**src/rtl/calc_pkg.sv**
```systemverilog
// Shared definitions for the calculator sequencer: default widths, opcode map,
// FSM state type and opcode-class helpers.
package calc_pkg;

  localparam int CALC_WIDTH = 16;
  localparam int CALC_OPW   = 4;

  localparam int unsigned OP_NOP = 0;
  localparam int unsigned OP_NOT = 1;
  localparam int unsigned OP_SHL = 2;
  localparam int unsigned OP_SHR = 3;
  localparam int unsigned OP_INC = 4;
  localparam int unsigned OP_AND = 5;
  localparam int unsigned OP_OR  = 6;
  localparam int unsigned OP_XOR = 7;
  localparam int unsigned OP_ADD = 8;
  localparam int unsigned OP_SUB = 9;
  localparam int unsigned OP_MUL = 10;
  localparam int unsigned OP_MAX = 10;

  typedef enum logic [2:0] {
    ST_IDLE,
    ST_LOAD_A,
    ST_LOAD_B,
    ST_EXEC,
    ST_DONE
  } state_e;

  function automatic logic is_unary(input int unsigned op);
    return (op >= OP_NOT) && (op <= OP_INC);
  endfunction

  function automatic logic is_binary(input int unsigned op);
    return (op >= OP_AND) && (op <= OP_MAX);
  endfunction

endpackage

```
**src/rtl/calc_seq.sv**
```systemverilog
// Operation sequencer driving the combinational calculator ALU.
// Optional build macro CALC_CHAIN_EN: reuse the last accepted result as operand A.
module calc_seq
  import calc_pkg::*;
#(
  parameter int WIDTH = CALC_WIDTH,
  parameter int OPW   = CALC_OPW
) (
  input  logic             clk,
  input  logic             reset,
  input  logic             start,
  input  logic [OPW-1:0]   op,
  input  logic             chain,
  input  logic             in_valid,
  output logic             in_ready,
  input  logic [WIDTH-1:0] in_data,
  output logic [OPW-1:0]   alu_sel,
  output logic [WIDTH-1:0] alu_a,
  output logic [WIDTH-1:0] alu_b,
  input  logic [WIDTH-1:0] alu_y,
  output logic             res_valid,
  input  logic             res_ready,
  output logic [WIDTH-1:0] res_data,
  output logic             res_err,
  output logic             busy
);

  state_e           state_q, state_d;
  logic [OPW-1:0]   alu_sel_q, alu_sel_d;
  logic [WIDTH-1:0] alu_a_q, alu_a_d;
  logic [WIDTH-1:0] alu_b_q, alu_b_d;
  logic [WIDTH-1:0] res_data_q, res_data_d;
  logic             res_valid_q, res_valid_d;
  logic             res_err_q, res_err_d;
  logic             op_unary, op_binary, sel_binary;

  assign op_unary   = is_unary(32'(op));
  assign op_binary  = is_binary(32'(op));
  assign sel_binary = is_binary(32'(alu_sel_q));

`ifdef CALC_CHAIN_EN
  logic [WIDTH-1:0] last_q, last_d;

  // Only results the consumer actually took become the chain operand.
  always_comb begin
    last_d = last_q;
    if (res_valid_q && res_ready) begin
      last_d = res_data_q;
    end
  end

  always_ff @(posedge clk or posedge reset) begin
    if (reset) begin
      last_q <= '0;
    end else begin
      last_q <= last_d;
    end
  end
`else
  logic unused_chain;
  assign unused_chain = chain;
`endif

  always_comb begin
    state_d     = state_q;
    alu_sel_d   = alu_sel_q;
    alu_a_d     = alu_a_q;
    alu_b_d     = alu_b_q;
    res_data_d  = res_data_q;
    res_valid_d = res_valid_q;
    res_err_d   = res_err_q;
    case (state_q)
      ST_IDLE: begin
        if (start) begin
          alu_sel_d = op;
          if (op_unary || op_binary) begin
            state_d = ST_LOAD_A;
`ifdef CALC_CHAIN_EN
            if (chain) begin
              alu_a_d = last_q;
              state_d = op_binary ? ST_LOAD_B : ST_EXEC;
            end
`endif
          end else begin
            // NOP and invalid opcodes finish immediately with a zero result.
            state_d     = ST_DONE;
            res_data_d  = '0;
            res_valid_d = 1'b1;
            res_err_d   = (32'(op) > OP_MAX);
          end
        end
      end
      ST_LOAD_A: begin
        if (in_valid) begin
          alu_a_d = in_data;
          state_d = sel_binary ? ST_LOAD_B : ST_EXEC;
        end
      end
      ST_LOAD_B: begin
        if (in_valid) begin
          alu_b_d = in_data;
          state_d = ST_EXEC;
        end
      end
      ST_EXEC: begin
        res_data_d  = alu_y;
        res_valid_d = 1'b1;
        res_err_d   = 1'b0;
        state_d     = ST_DONE;
      end
      ST_DONE: begin
        if (res_ready) begin
          res_valid_d = 1'b0;
          state_d     = ST_IDLE;
        end
      end
      default: state_d = ST_IDLE;
    endcase
  end

  always_ff @(posedge clk or posedge reset) begin
    if (reset) begin
      state_q     <= ST_IDLE;
      alu_sel_q   <= '0;
      alu_a_q     <= '0;
      alu_b_q     <= '0;
      res_data_q  <= '0;
      res_valid_q <= 1'b0;
      res_err_q   <= 1'b0;
    end else begin
      state_q     <= state_d;
      alu_sel_q   <= alu_sel_d;
      alu_a_q     <= alu_a_d;
      alu_b_q     <= alu_b_d;
      res_data_q  <= res_data_d;
      res_valid_q <= res_valid_d;
      res_err_q   <= res_err_d;
    end
  end

  assign in_ready  = (state_q == ST_LOAD_A) || (state_q == ST_LOAD_B);
  assign busy      = (state_q != ST_IDLE);
  assign alu_sel   = alu_sel_q;
  assign alu_a     = alu_a_q;
  assign alu_b     = alu_b_q;
  assign res_valid = res_valid_q;
  assign res_data  = res_data_q;
  assign res_err   = res_err_q;

endmodule

```
**config.mk**
```make
export PLATFORM = sky130hd
export DESIGN_NAME = calc_seq
export DESIGN_NICKNAME = d
export VERILOG_FILES = /design/src/rtl/calc_pkg.sv /design/src/rtl/calc_seq.sv
export SDC_FILE = /design/constraint.sdc
export NUM_CORES = 1
export LEC_CHECK = 0
export CAP_MARGIN = 20
export CORE_MARGIN = 2
export CORE_UTILIZATION = 49
export CTS_BUF_LIST = sky130_fd_sc_hd__clkbuf_8
export DETAILED_ROUTE_END_ITERATION = 7
export PLACE_DENSITY = 0.89
export SYNTH_ARGS = -nofsm -noshare
export SYNTH_HDL_FRONTEND = slang
export SYNTH_SLANG_ARGS = --single-unit
```
**constraint.sdc**
```tcl
create_clock -name clk -period 5.4 [get_ports clk]
set_clock_uncertainty 0.2 [all_clocks]
set_input_delay 1.08 -clock clk [delete_from_list [all_inputs] [get_ports clk]]
set_output_delay 1.08 -clock clk [all_outputs]
set_load 0.02 [all_outputs]
```
* Word-level counts from Yosys, hierarchy flattened
Index checks and enable logic that the tools add are counted.
Widths: inputs -> output; s select.
** Cells by class
- Magnitude comparators :: 7
- Equality and inequality tests :: 9
- Muxes and demuxes :: 17
- Reductions and logical operators :: 15
** Operators by type and width (count)
- $mux 16 :: 2
- $pmux 16 s2 :: 1
- $mux 3 :: 5
- $pmux 3 s5 :: 1
- $ne 2x2->1 const B :: 5
- $ge 4x3->1 const B :: 2
- $le 4x4->1 const B :: 2
- $reduce_and 4->1 :: 2
- $eq 3x2->1 const B :: 2
- $mux 1 :: 6
- $reduce_and 2->1 :: 3
- $reduce_bool 3->1 :: 2
- $ge 4x1->1 const B :: 1
- $gt 4x4->1 const B :: 1
- $le 4x3->1 const B :: 1
- $eq 3x1->1 const B :: 1
- $eq 3x3->1 const B :: 1
- $logic_and 1x1->1 :: 3
- $logic_not 3->1 :: 1
- $pmux 1 s3 :: 1
- $reduce_and 3->1 :: 1
- $logic_or 1x1->1 :: 2
- $pmux 1 s2 :: 1
- $reduce_bool 2->1 :: 1
** Storage, ports and cells
- Flip-flop bits (word level) :: 57
- Input bits :: 42
- Output and inout port bits :: 56
- Word-level logic and storage cells :: 55

* Longest topological paths before layout
Gate-level depths: netlist of run 1.
- Depth in word-level cells :: 6
- Gate-level depth with buffers :: 6

* Worst setup path after synthesis of run 1
No wires, ideal clock.
- Path kind :: register -> output
- Start point :: register state_q[1]
- End point :: output in_ready
- Arrival :: 1144 ps
- Data required time :: 4120 ps
- Setup slack :: 2976 ps
- Cell stages (with the launch flop) :: 4
- Path through :: dfrtp_1 buf_6 or2b_1 a21oi_1
** Between the ends
- Longest elaborated chain between the ends :: 2
** Ends and longest elaborated chain
- from (decl) :: RTL line calc_seq.sv:28 : state_e state_q, state_d;
- from (signal assigned) :: RTL line calc_seq.sv:131 : state_q <= state_d;
- $eq 3x1->1 / $eq 3x2->1 (equally long branches) :: RTL line calc_seq.sv:141 : assign in_ready = (state_q == ST_LOAD_A) || (state_q == ST_LOAD_B);
- $logic_or 1x1->1 (*) :: RTL line calc_seq.sv:141
- to (decl) :: RTL line calc_seq.sv:15 : output logic in_ready,
Every way passes the cells marked *; elsewhere a longest branch is shown, timed or not.

* Final worst setup path of run 1
Same ends and word-level chain as after synthesis.

==> flow_summary.ini, run 1 <==
[setup_path]
crit_required_ns = 4.12
critical_path.slowest_cell = sky130_fd_sc_hd__clkdlybuf4s50_1
worst_setup_path_start_kind = flip-flop
critPathKind = reg -> out
crit_buf_inv = 1
worst-endpoint-arrival_ns = 2.03
critical_path.cell_chain = or2b_1 -> a21oi_1 -> clkdlybuf4s50_1
cp_slowest_stage_delay_ns = 0.64
critical_path.top_delay_family = buffers and inverters
worstSetupEndpointType = output pin
timing.critical_path.fanout_max = 11

[floorplan]
initial_core_util_pct = 50.98
floorplan.io_pins = 98
die-area_mm2 = 0.005913
floorplan.core_area_mm2 = 0.005107
die_height_um = 76.90
die_w_um = 76.90
core.rowCount = 26

[timing]
max-slew-margin-rel_pct = 35.15
setup_repair_after_global_routing_missed_its_margin = false
setup_viol_count_final = 0
finalHoldViolations = 0
finalCritPeriodShare_pct = 61.24
slew_viol_final = 0
final.setup.tns_ns = 0
fmax_mhz = 302.4
period_needed_ns = 3.307
holdWs_ns = 0.3083
tightest_slew_ns = 0.9696

[routing]
wl_per_cell_um = 15.77
finalWirelength_mm = 5.455
antenna_violating_nets_post_route = 0
drcViolationCount = 0
via_count = 1745
dr.first_iter.drc_count = 74
drt-pass1-iter-count = 3
post_drt_via_cell_ratio = 5.043

[clock_tree]
cts.clk_slew.worst_paths_ns = 0.06
h-tree-depth = 3
clock_path_buffers = 2
tritoncts_num_sinks = 57
postCtsSetupRepairBufs = 0
tritoncts_clock_tree = done
clk-insertion-delay-late_ns = 0.33
cts-buffers-inserted = 9
cts_root_buf = sky130_fd_sc_hd__clkbuf_8
cts-hold-fix-buffers = 0
post_cts_resize_count = 0

[yosys]
synthesis.instances = 173
ys_seq_area_share_pct = 54.78
synthDominantAreaCellType = sky130_fd_sc_hd__dfrtp_1
avgSynthCellArea_um2 = 15.05
synth.ff_latch_count = 57
synth_top_area_share_pct = 54.78
post_synth_instance_area_mm2 = 0.002604
synth.distinct_cells = 34
total_nets_after_synthesis = 215
yosys_warns = 0
dominant_cells_by_area_after_synthesis = sky130_fd_sc_hd__dfrtp_1 55%, sky130_fd_sc_hd__mux2_2 10%, sky130_fd_sc_hd__mux2i_1 6.5%, sky130_fd_sc_hd__mux2_4 5.8%, sky130_fd_sc_hd__a21oi_2 3.0%

[global_route]
maximum_number_of_pins_on_one_net_before_global_route_repair = 58
grt_use_total_pct = 19.98
antenna_found_initial = 0
overflow = 0
first_global_vias = 1826
grt_first_pass_wirelength_mm = 9.287

[pwr]
switching_share_pct = 36.51
pint_mw = 1.490
vdd_drop_max_mv = 0.3876
p_leak_nw = 1.666
power_per_standard_cell_area_mw_per_mm2 = 632.2
p_clk_share_pct = 16.0
seq_power_share_pct = 33.7
power.switching_mw = 0.8571
power.share.combinational_pct = 50.3

[placed_design]
finalWeightedCongestion = 0.7178
detailed_place_hpwl_mm = 3.731
port_buffers = 96

[final_layout]
num_antenna_cells = 0
num-nets-final = 313
layout-area-overhead-vs-synth_pct = 42.62
drive_above_1_share_pct = 25.36
num-fill-cells = 371

[min_path]
min-delay-path-class = reg -> reg

[job]
cap_viol_max_count = 0

[status]
run_status = finished clean
-- synthesized netlist by cell type --
cell type	instances
sky130_fd_sc_hd__a211oi_1	1
sky130_fd_sc_hd__mux2_4	10
sky130_fd_sc_hd__a21bo_2	1
sky130_fd_sc_hd__or2_2	1
sky130_fd_sc_hd__buf_6	7
sky130_fd_sc_hd__mux2_2	24
sky130_fd_sc_hd__a221oi_1	2
sky130_fd_sc_hd__or3_1	1
sky130_fd_sc_hd__a21oi_1	11
sky130_fd_sc_hd__buf_12	3
sky130_fd_sc_hd__dfrtp_1	57
sky130_fd_sc_hd__a21o_1	2
sky130_fd_sc_hd__and3_1	1
sky130_fd_sc_hd__or2b_1	1
sky130_fd_sc_hd__nor2_1	3
sky130_fd_sc_hd__nand3b_4	2
sky130_fd_sc_hd__inv_1	2
sky130_fd_sc_hd__nor3_4	1
sky130_fd_sc_hd__a221o_1	1
sky130_fd_sc_hd__o22a_1	1
sky130_fd_sc_hd__nor4_2	1
sky130_fd_sc_hd__nor4b_4	1
sky130_fd_sc_hd__a21oi_2	9
sky130_fd_sc_hd__o21a_1	1
sky130_fd_sc_hd__nor2_4	1
sky130_fd_sc_hd__nand2_4	1
sky130_fd_sc_hd__a2111oi_0	1
sky130_fd_sc_hd__and2_1	1
sky130_fd_sc_hd__mux2i_1	17
sky130_fd_sc_hd__buf_4	1
sky130_fd_sc_hd__nor2b_1	3
sky130_fd_sc_hd__a21boi_1	1
sky130_fd_sc_hd__mux2_1	2
sky130_fd_sc_hd__nand2b_1	1
-- power groups by stage --
stage          sequential [mW]  clock (mW)  combinational [mW]
2_1_floorplan             1.00           0               0.500
3_3_place_gp             0.782           0                1.17
3_5_place_dp             0.796           0                1.19
4_1_cts                  0.793       0.385                1.20
5_1_grt                  0.825       0.401                1.25
6_report                 0.791       0.375                1.18
-- worst paths after layout --
check / startpoint / to / slack, ns / depth (start not counted)
setup / recovery: state_q[1] / in_ready / 2.09 / 3
hold / removal: alu_a[13] / alu_a[13] / 0.31 / 1
setup reg to reg: state_q[1] / alu_b[11] / 3.21 / 3
hold reg to reg: alu_a[13] / alu_a[13] / 0.31 / 1
max in group asynchronous: reset / alu_sel[2] / 3.46 / 3
min in group asynchronous: reset / alu_a[2] / 1.08 / 3
-- through the flow --
stage	area, um2	cells	power [mW]	util [%]	worst slack (ns)
after floorplan	2604	173	1.502	-	2.720
after CTS	3714	346	2.375	72.71	2.074
after detailed placement	3521	330	1.989	68.94	2.106
after global routing	3714	346	2.480	72.71	2.001
after global placement	3521	330	1.954	68.94	2.109
final	3714	346	2.348	72.71	2.093
-- metal layers --
metal	up-vias	track usage, %	part of all wire, %
met5	-	0	0
met4	0	9.091	1.4
met3	7	6.588	7.3
met2	63	31.14	49
met1	857	25.35	42
li1	818	-	-
-- cell families after synthesis --
logic type | Yosys count | share of synthesized area [%]
buffers and inverters | 13 | 5.911
and+or+nand+nor | 19 | 7.065
AOI/OAI and AO/OA | 31 | 8.698
muxes | 53 | 23.55
DFF | 57 | 54.78
-- worst register-to-register path: cells and delay by family, from the launching register on --
| kind | cells | cell delay [ns] |
|---|---|---|
| simple gates | 2 | 0.83 |
| mux | 1 | 0.42 |
| flops | 1 | 0.63 |
-- cells in the final DEF (no fill, tap or decap), drive strengths merged, types with 2 or more instances in the layout --
| cell | n |
|---|---|
| mux2i | 17 |
| clkinv | 2 |
| buf | 2 |
| mux2 | 36 |
| a221oi | 2 |
| dfrtp | 57 |
| inv | 3 |
| nand3b | 2 |
| nor2 | 4 |
| clkdlybuf4s50 | 96 |
| a21o | 2 |
| a21oi | 20 |
| clkbuf | 13 |
| nor2b | 3 |
-- final cells by class --
type | count | area [um2] | area share, %
tap | 70 | 87.58 | 2.358
sequential | 57 | 1426 | 38.41
inverter | 2 | 7.507 | 0.2022
timing repair buffer | 98 | 975.9 | 26.28
clock inverter | 3 | 13.76 | 0.3706
clock buffer | 13 | 178.9 | 4.818
multi-input combinational | 103 | 1023 | 27.56
-- sequential cells by signal, summed over array words and instances, names as in the netlist --
signal,flops
alu_a,16
alu_b,16
res_data,16
alu_sel,4
state_q,3
res_err,1
res_valid,1
Power figures use the tool's default switching activity.
==> run 2: changes to the inputs <==
CORE_UTILIZATION = 46   (was 49)
PLACE_DENSITY = 0.84   (was 0.89)
clock period = 3.3 ns   (was 5.4 ns; I/O delays follow)
==> flow_summary.ini, run 2 (synthesized netlist as in run 1, its figures left out) <==
[placed_design]
finalWeightedCongestion = 0.7832
detailed_place_hpwl_mm = 3.741
placed_area_mm2 = 0.003538
dpl_worst_slack_ns = 0.7293
port_buffers = 96

[floorplan]
die-area_mm2 = 0.006278
die_w_um = 79.24
floorplan.io_pins = 98
floorplan.core_area_mm2 = 0.005473
die_height_um = 79.24
initial_core_util_pct = 47.58
core.rowCount = 27

[routing]
post_drt_via_cell_ratio = 5.011
drcViolationCount = 0
wl_per_cell_um = 15.17
dr.first_iter.drc_count = 94
antenna_violating_nets_post_route = 0
via_count = 1754
drt-pass1-iter-count = 4
finalWirelength_mm = 5.309

[timing]
max-slew-margin-rel_pct = 53.00
setup_repair_after_global_routing_missed_its_margin = false
period_needed_ns = 2.875
fmax_mhz = 347.8
final.setup.tns_ns = 0
finalCritPeriodShare_pct = 87.13
finalHoldViolations = 0
setup_slack_ns = 0.4248
slew_viol_final = 0
setup_viol_count_final = 0
holdWs_ns = 0.2930
tightest_slew_ns = 0.7050

[clock_tree]
cts.clk_slew.worst_paths_ns = 0.06
cts-buffers-inserted = 9
tritoncts_num_sinks = 57
postCtsSetupRepairBufs = 0
h-tree-depth = 3
tritoncts_clock_tree = done
clock_path_buffers = 2
post_cts_resize_count = 0
cts_root_buf = sky130_fd_sc_hd__clkbuf_8
clk-insertion-delay-late_ns = 0.32
cts-hold-fix-buffers = 0

[pwr]
vdd_drop_max_mv = 0.6251
design_power_total_mw = 3.784
p_leak_nw = 1.671
power_per_standard_cell_area_mw_per_mm2 = 1019

[setup_path]
timing.critical_path.fanout_max = 11
crit_required_ns = 2.44
critical_path.cell_chain = or2b_1 -> a21oi_1 -> clkdlybuf4s50_1
r2r_start = state_q[2]
worst_setup_path_startpoint = state_q[1]
critPathKind = reg -> out
cp_slowest_stage_delay_ns = 0.63
worstSetupEndpointType = output pin
worst_setup_path_start_kind = flip-flop
critical_path.slowest_cell = sky130_fd_sc_hd__clkdlybuf4s50_1
worst-endpoint-arrival_ns = 2.02

[global_route]
antenna_found_initial = 0
first_global_vias = 1770
overflow = 0
grt_use_total_pct = 18.11
grt_first_pass_wirelength_mm = 8.576
maximum_number_of_pins_on_one_net_before_global_route_repair = 58

[final_layout]
num-nets-final = 315
layout_commonest_cell = sky130_fd_sc_hd__clkdlybuf4s50_1
num_antenna_cells = 0
fin_area_mm2 = 0.003712
seqCellArea_mm2 = 0.001426
num-fill-cells = 429
layout-area-overhead-vs-synth_pct = 42.58
leading_cell_types_in_the_layout_fill_and_taps_excluded = 96 x sky130_fd_sc_hd__clkdlybuf4s50_1, 57 x sky130_fd_sc_hd__dfrtp_1, 24 x sky130_fd_sc_hd__mux2_2, 17 x sky130_fd_sc_hd__mux2i_1
drive_above_1_share_pct = 25.54
footprint_of_the_multi_input_gates_mm2 = 0.001023

[job]
cap_viol_max_count = 0

[min_path]
min_from = alu_a[0]
min-delay-path-class = reg -> reg

[status]
run_status = finished clean
## run 2: changes by cell type in the layout (fill, tap and decap cells not counted), sizes merged
cell    previous run  this run
inv                3         4
clkbuf            13        11
buf                2         4
clkinv             2         3
## run 2: worst paths after layout
| check | end | slack, ns | cells past startpoint |
|---|---|---|---|
| worst max register to register | alu_sel[0] | 1.37 | 3 |
| worst max-delay path | in_ready | 0.42 | 3 |
| max in group asynchronous | alu_sel[2] | 1.78 | 3 |
| worst min register to register | alu_a[0] | 0.29 | 1 |
| min in group asynchronous | alu_b[8] | 0.65 | 3 |
| worst min-delay path | alu_a[0] | 0.29 | 1 |
## run 2: cell type report
type / count / area share (%)
sequential: 57 / 38.42
multi-input combinational: 103 / 27.57
timing repair buffer: 100 / 26.69
clock buffer: 11 / 4.078
tap: 72 / 2.427
clock inverter: 5 / 0.6067
inverter: 2 / 0.2022
## run 2: metal layers
metal,routed length (um),part of all wire [%],track usage [%]
met3,473,8.9,8.182
met4,71,1.3,6.724
met2,2516,47,28.64
met5,0,0,0
met1,2248,42,21.78
## run 2: stage by stage
step	cells	util, %
after CTS	350	67.83
after global routing	350	67.83
final	350	67.83
after detailed placement	334	64.65
after floorplan	173	-
after global placement	334	64.65
## run 2: worst max-delay path, delay by kind of cell (launching register included)
kind            cells  cell delay (ns)
compound gates      1             0.14
buf+inv             1             0.63
flops               1             0.62
simple gates        1             0.29
## run 2: power breakdown
part	leakage, nW	internal, mW	total (mW)	switching, mW
sequential	0.691	1.04	1.29	0.250
clock	0.101	0.304	0.557	0.254
combinational	0.878	1.05	1.93	0.884
total	1.67	2.40	3.78	1.39
==> run 3: changes to the inputs <==
CORE_UTILIZATION = 49   (was 46)
PLACE_DENSITY = 0.89   (was 0.84)
clock period = 3.7 ns   (was 3.3 ns; I/O delays follow)
==> flow_summary.ini, run 3 (synthesized netlist as in run 1, its figures left out) <==
[final_layout]
layout-area-overhead-vs-synth_pct = 44.83
footprint_of_the_multi_input_gates_mm2 = 0.001023
leading_cell_types_in_the_layout_fill_and_taps_excluded = 96 x sky130_fd_sc_hd__clkdlybuf4s50_1, 57 x sky130_fd_sc_hd__dfrtp_1, 24 x sky130_fd_sc_hd__mux2_2, 17 x sky130_fd_sc_hd__mux2i_1, 11 x sky130_fd_sc_hd__a21oi_1
drive_above_1_share_pct = 25.99
num-fill-cells = 382
num_antenna_cells = 0
seqCellArea_mm2 = 0.001426
final_non_filler_cells = 347
num-nets-final = 314
layout_commonest_cell = sky130_fd_sc_hd__clkdlybuf4s50_1
post-route-util_pct = 73.84

[clock_tree]
cts-buffers-inserted = 9
cts_root_buf = sky130_fd_sc_hd__clkbuf_8
clock_path_buffers = 2
cts.clk_slew.worst_paths_ns = 0.06
h-tree-depth = 3
clk-insertion-delay-late_ns = 0.33
post_cts_resize_count = 0
cts-hold-fix-buffers = 0
tritoncts_num_sinks = 57
postCtsSetupRepairBufs = 0
tritoncts_clock_tree = done

[setup_path]
critical_path.slowest_cell = sky130_fd_sc_hd__dfrtp_1
critical_path.top_delay_family = flip-flops
worst-endpoint-arrival_ns = 2.03
crit_buf_inv = 1
cp_slowest_stage_delay_ns = 0.64
crit_required_ns = 2.76
worstSetupEndpointType = output pin
critPathKind = reg -> out
worst_setup_path_start_kind = flip-flop
timing.critical_path.fanout_max = 11
critical_path.cell_chain = or2b_1 -> a21oi_1 -> clkdlybuf4s50_1

[pwr]
design_power_total_mw = 3.592
power.share.combinational_pct = 48.0
power_per_standard_cell_area_mw_per_mm2 = 952.4
vdd_drop_max_mv = 0.6286
p_leak_nw = 1.690
seq_power_share_pct = 32.4
switching_share_pct = 35.22
p_clk_share_pct = 19.5
pint_mw = 2.327
power.switching_mw = 1.265

[status]
run_status = finished clean

[global_route]
antenna_found_initial = 0
maximum_number_of_pins_on_one_net_before_global_route_repair = 58
grt_first_pass_wirelength_mm = 9.059
first_global_vias = 1913
overflow = 0
grt_use_total_pct = 19.90

[routing]
via_count = 1761
wl_per_cell_um = 15.93
antenna_violating_nets_post_route = 0
drcViolationCount = 0
post_drt_via_cell_ratio = 5.075
finalWirelength_mm = 5.528
drt-pass1-iter-count = 4
dr.first_iter.drc_count = 67

[timing]
setup_repair_after_global_routing_missed_its_margin = false
fmax_mhz = 336.4
setup_viol_count_final = 0
tightest_slew_ns = 0.7082
period_needed_ns = 2.973
finalHoldViolations = 0
max-slew-margin-rel_pct = 52.78
slew_viol_final = 0
final.setup.tns_ns = 0
finalCritPeriodShare_pct = 80.34

[job]
cap_viol_max_count = 0

[placed_design]
placed_cells_incl_taps = 331
finalWeightedCongestion = 0.7217
port_buffers = 96
detailed_place_hpwl_mm = 3.930

[floorplan]
floorplan.io_pins = 98
die_w_um = 76.90
floorplan.core_area_mm2 = 0.005107
die-area_mm2 = 0.005913
die_height_um = 76.90
initial_core_util_pct = 50.98
core.rowCount = 26

[min_path]
min-delay-path-class = reg -> reg
run 3: cell types whose count changed in the layout (fill, tap and decap cells not counted), sizes merged:
cell and delta:
clkbuf -1, bufinv +3, buf -1, inv -2
run 3: area by class of cell:
cell class              instances  share of cell area [%]
flip-flops and latches         57                   37.82
multi-input cells             103                   27.14
repair buffers                 99                   26.08
clock buffers                  10                   3.650
clock inverters                 6                   2.787
well taps                      70                   2.322
inverters                       2                  0.1991
run 3: worst reg2reg max path: stages (launching register included):
cell                      delay [ns]
sky130_fd_sc_hd__dfrtp_1        0.57
sky130_fd_sc_hd__nor4b_4        0.44
sky130_fd_sc_hd__buf_4          0.34
sky130_fd_sc_hd__mux2_2         0.37
run 3: metal layers:
metal	vias up	global-route usage [%]	share of wire, %
li1	824	-	-
met1	861	23.67	40
met2	66	32.54	50
met3	10	6.000	7.3
met4	0	10.36	1.8
met5	-	0	0
run 3: worst paths after layout:
kind | to | depth (start not counted) | startpoint | slack [ns]
worst min-delay path | alu_a[13] | 1 | alu_a[13] | 0.30
worst max register to register | alu_sel[0] | 3 | state_q[2] | 1.67
worst max-delay path | in_ready | 3 | state_q[1] | 0.73
min in group asynchronous | alu_b[2] | 3 | reset | 0.72
worst min register to register | alu_a[13] | 1 | alu_a[13] | 0.30
max in group asynchronous | alu_a[13] | 3 | reset | 2.11
run 3: through the flow:
step                      worst slack, ns  area (um2)  hold WS (ns)
final                              0.7273        3771        0.3038
after detailed placement           0.8464        3528        0.2914
after CTS                          0.7070        3771        0.3056
after floorplan                     1.360        2604        0.4095
after global placement             0.8847        3528        0.2686
after global routing               0.6292        3771        0.3233
run 3: power by group through the flow:
stage               Clock [mW]  Sequential (mW)  Combinational, mW
floorplan                    0             1.46              0.730
global placement             0             1.14               1.71
detailed placement           0             1.17               1.75
CTS                      0.719             1.17               1.75
global route             0.742             1.21               1.83
finish                   0.702             1.17               1.72
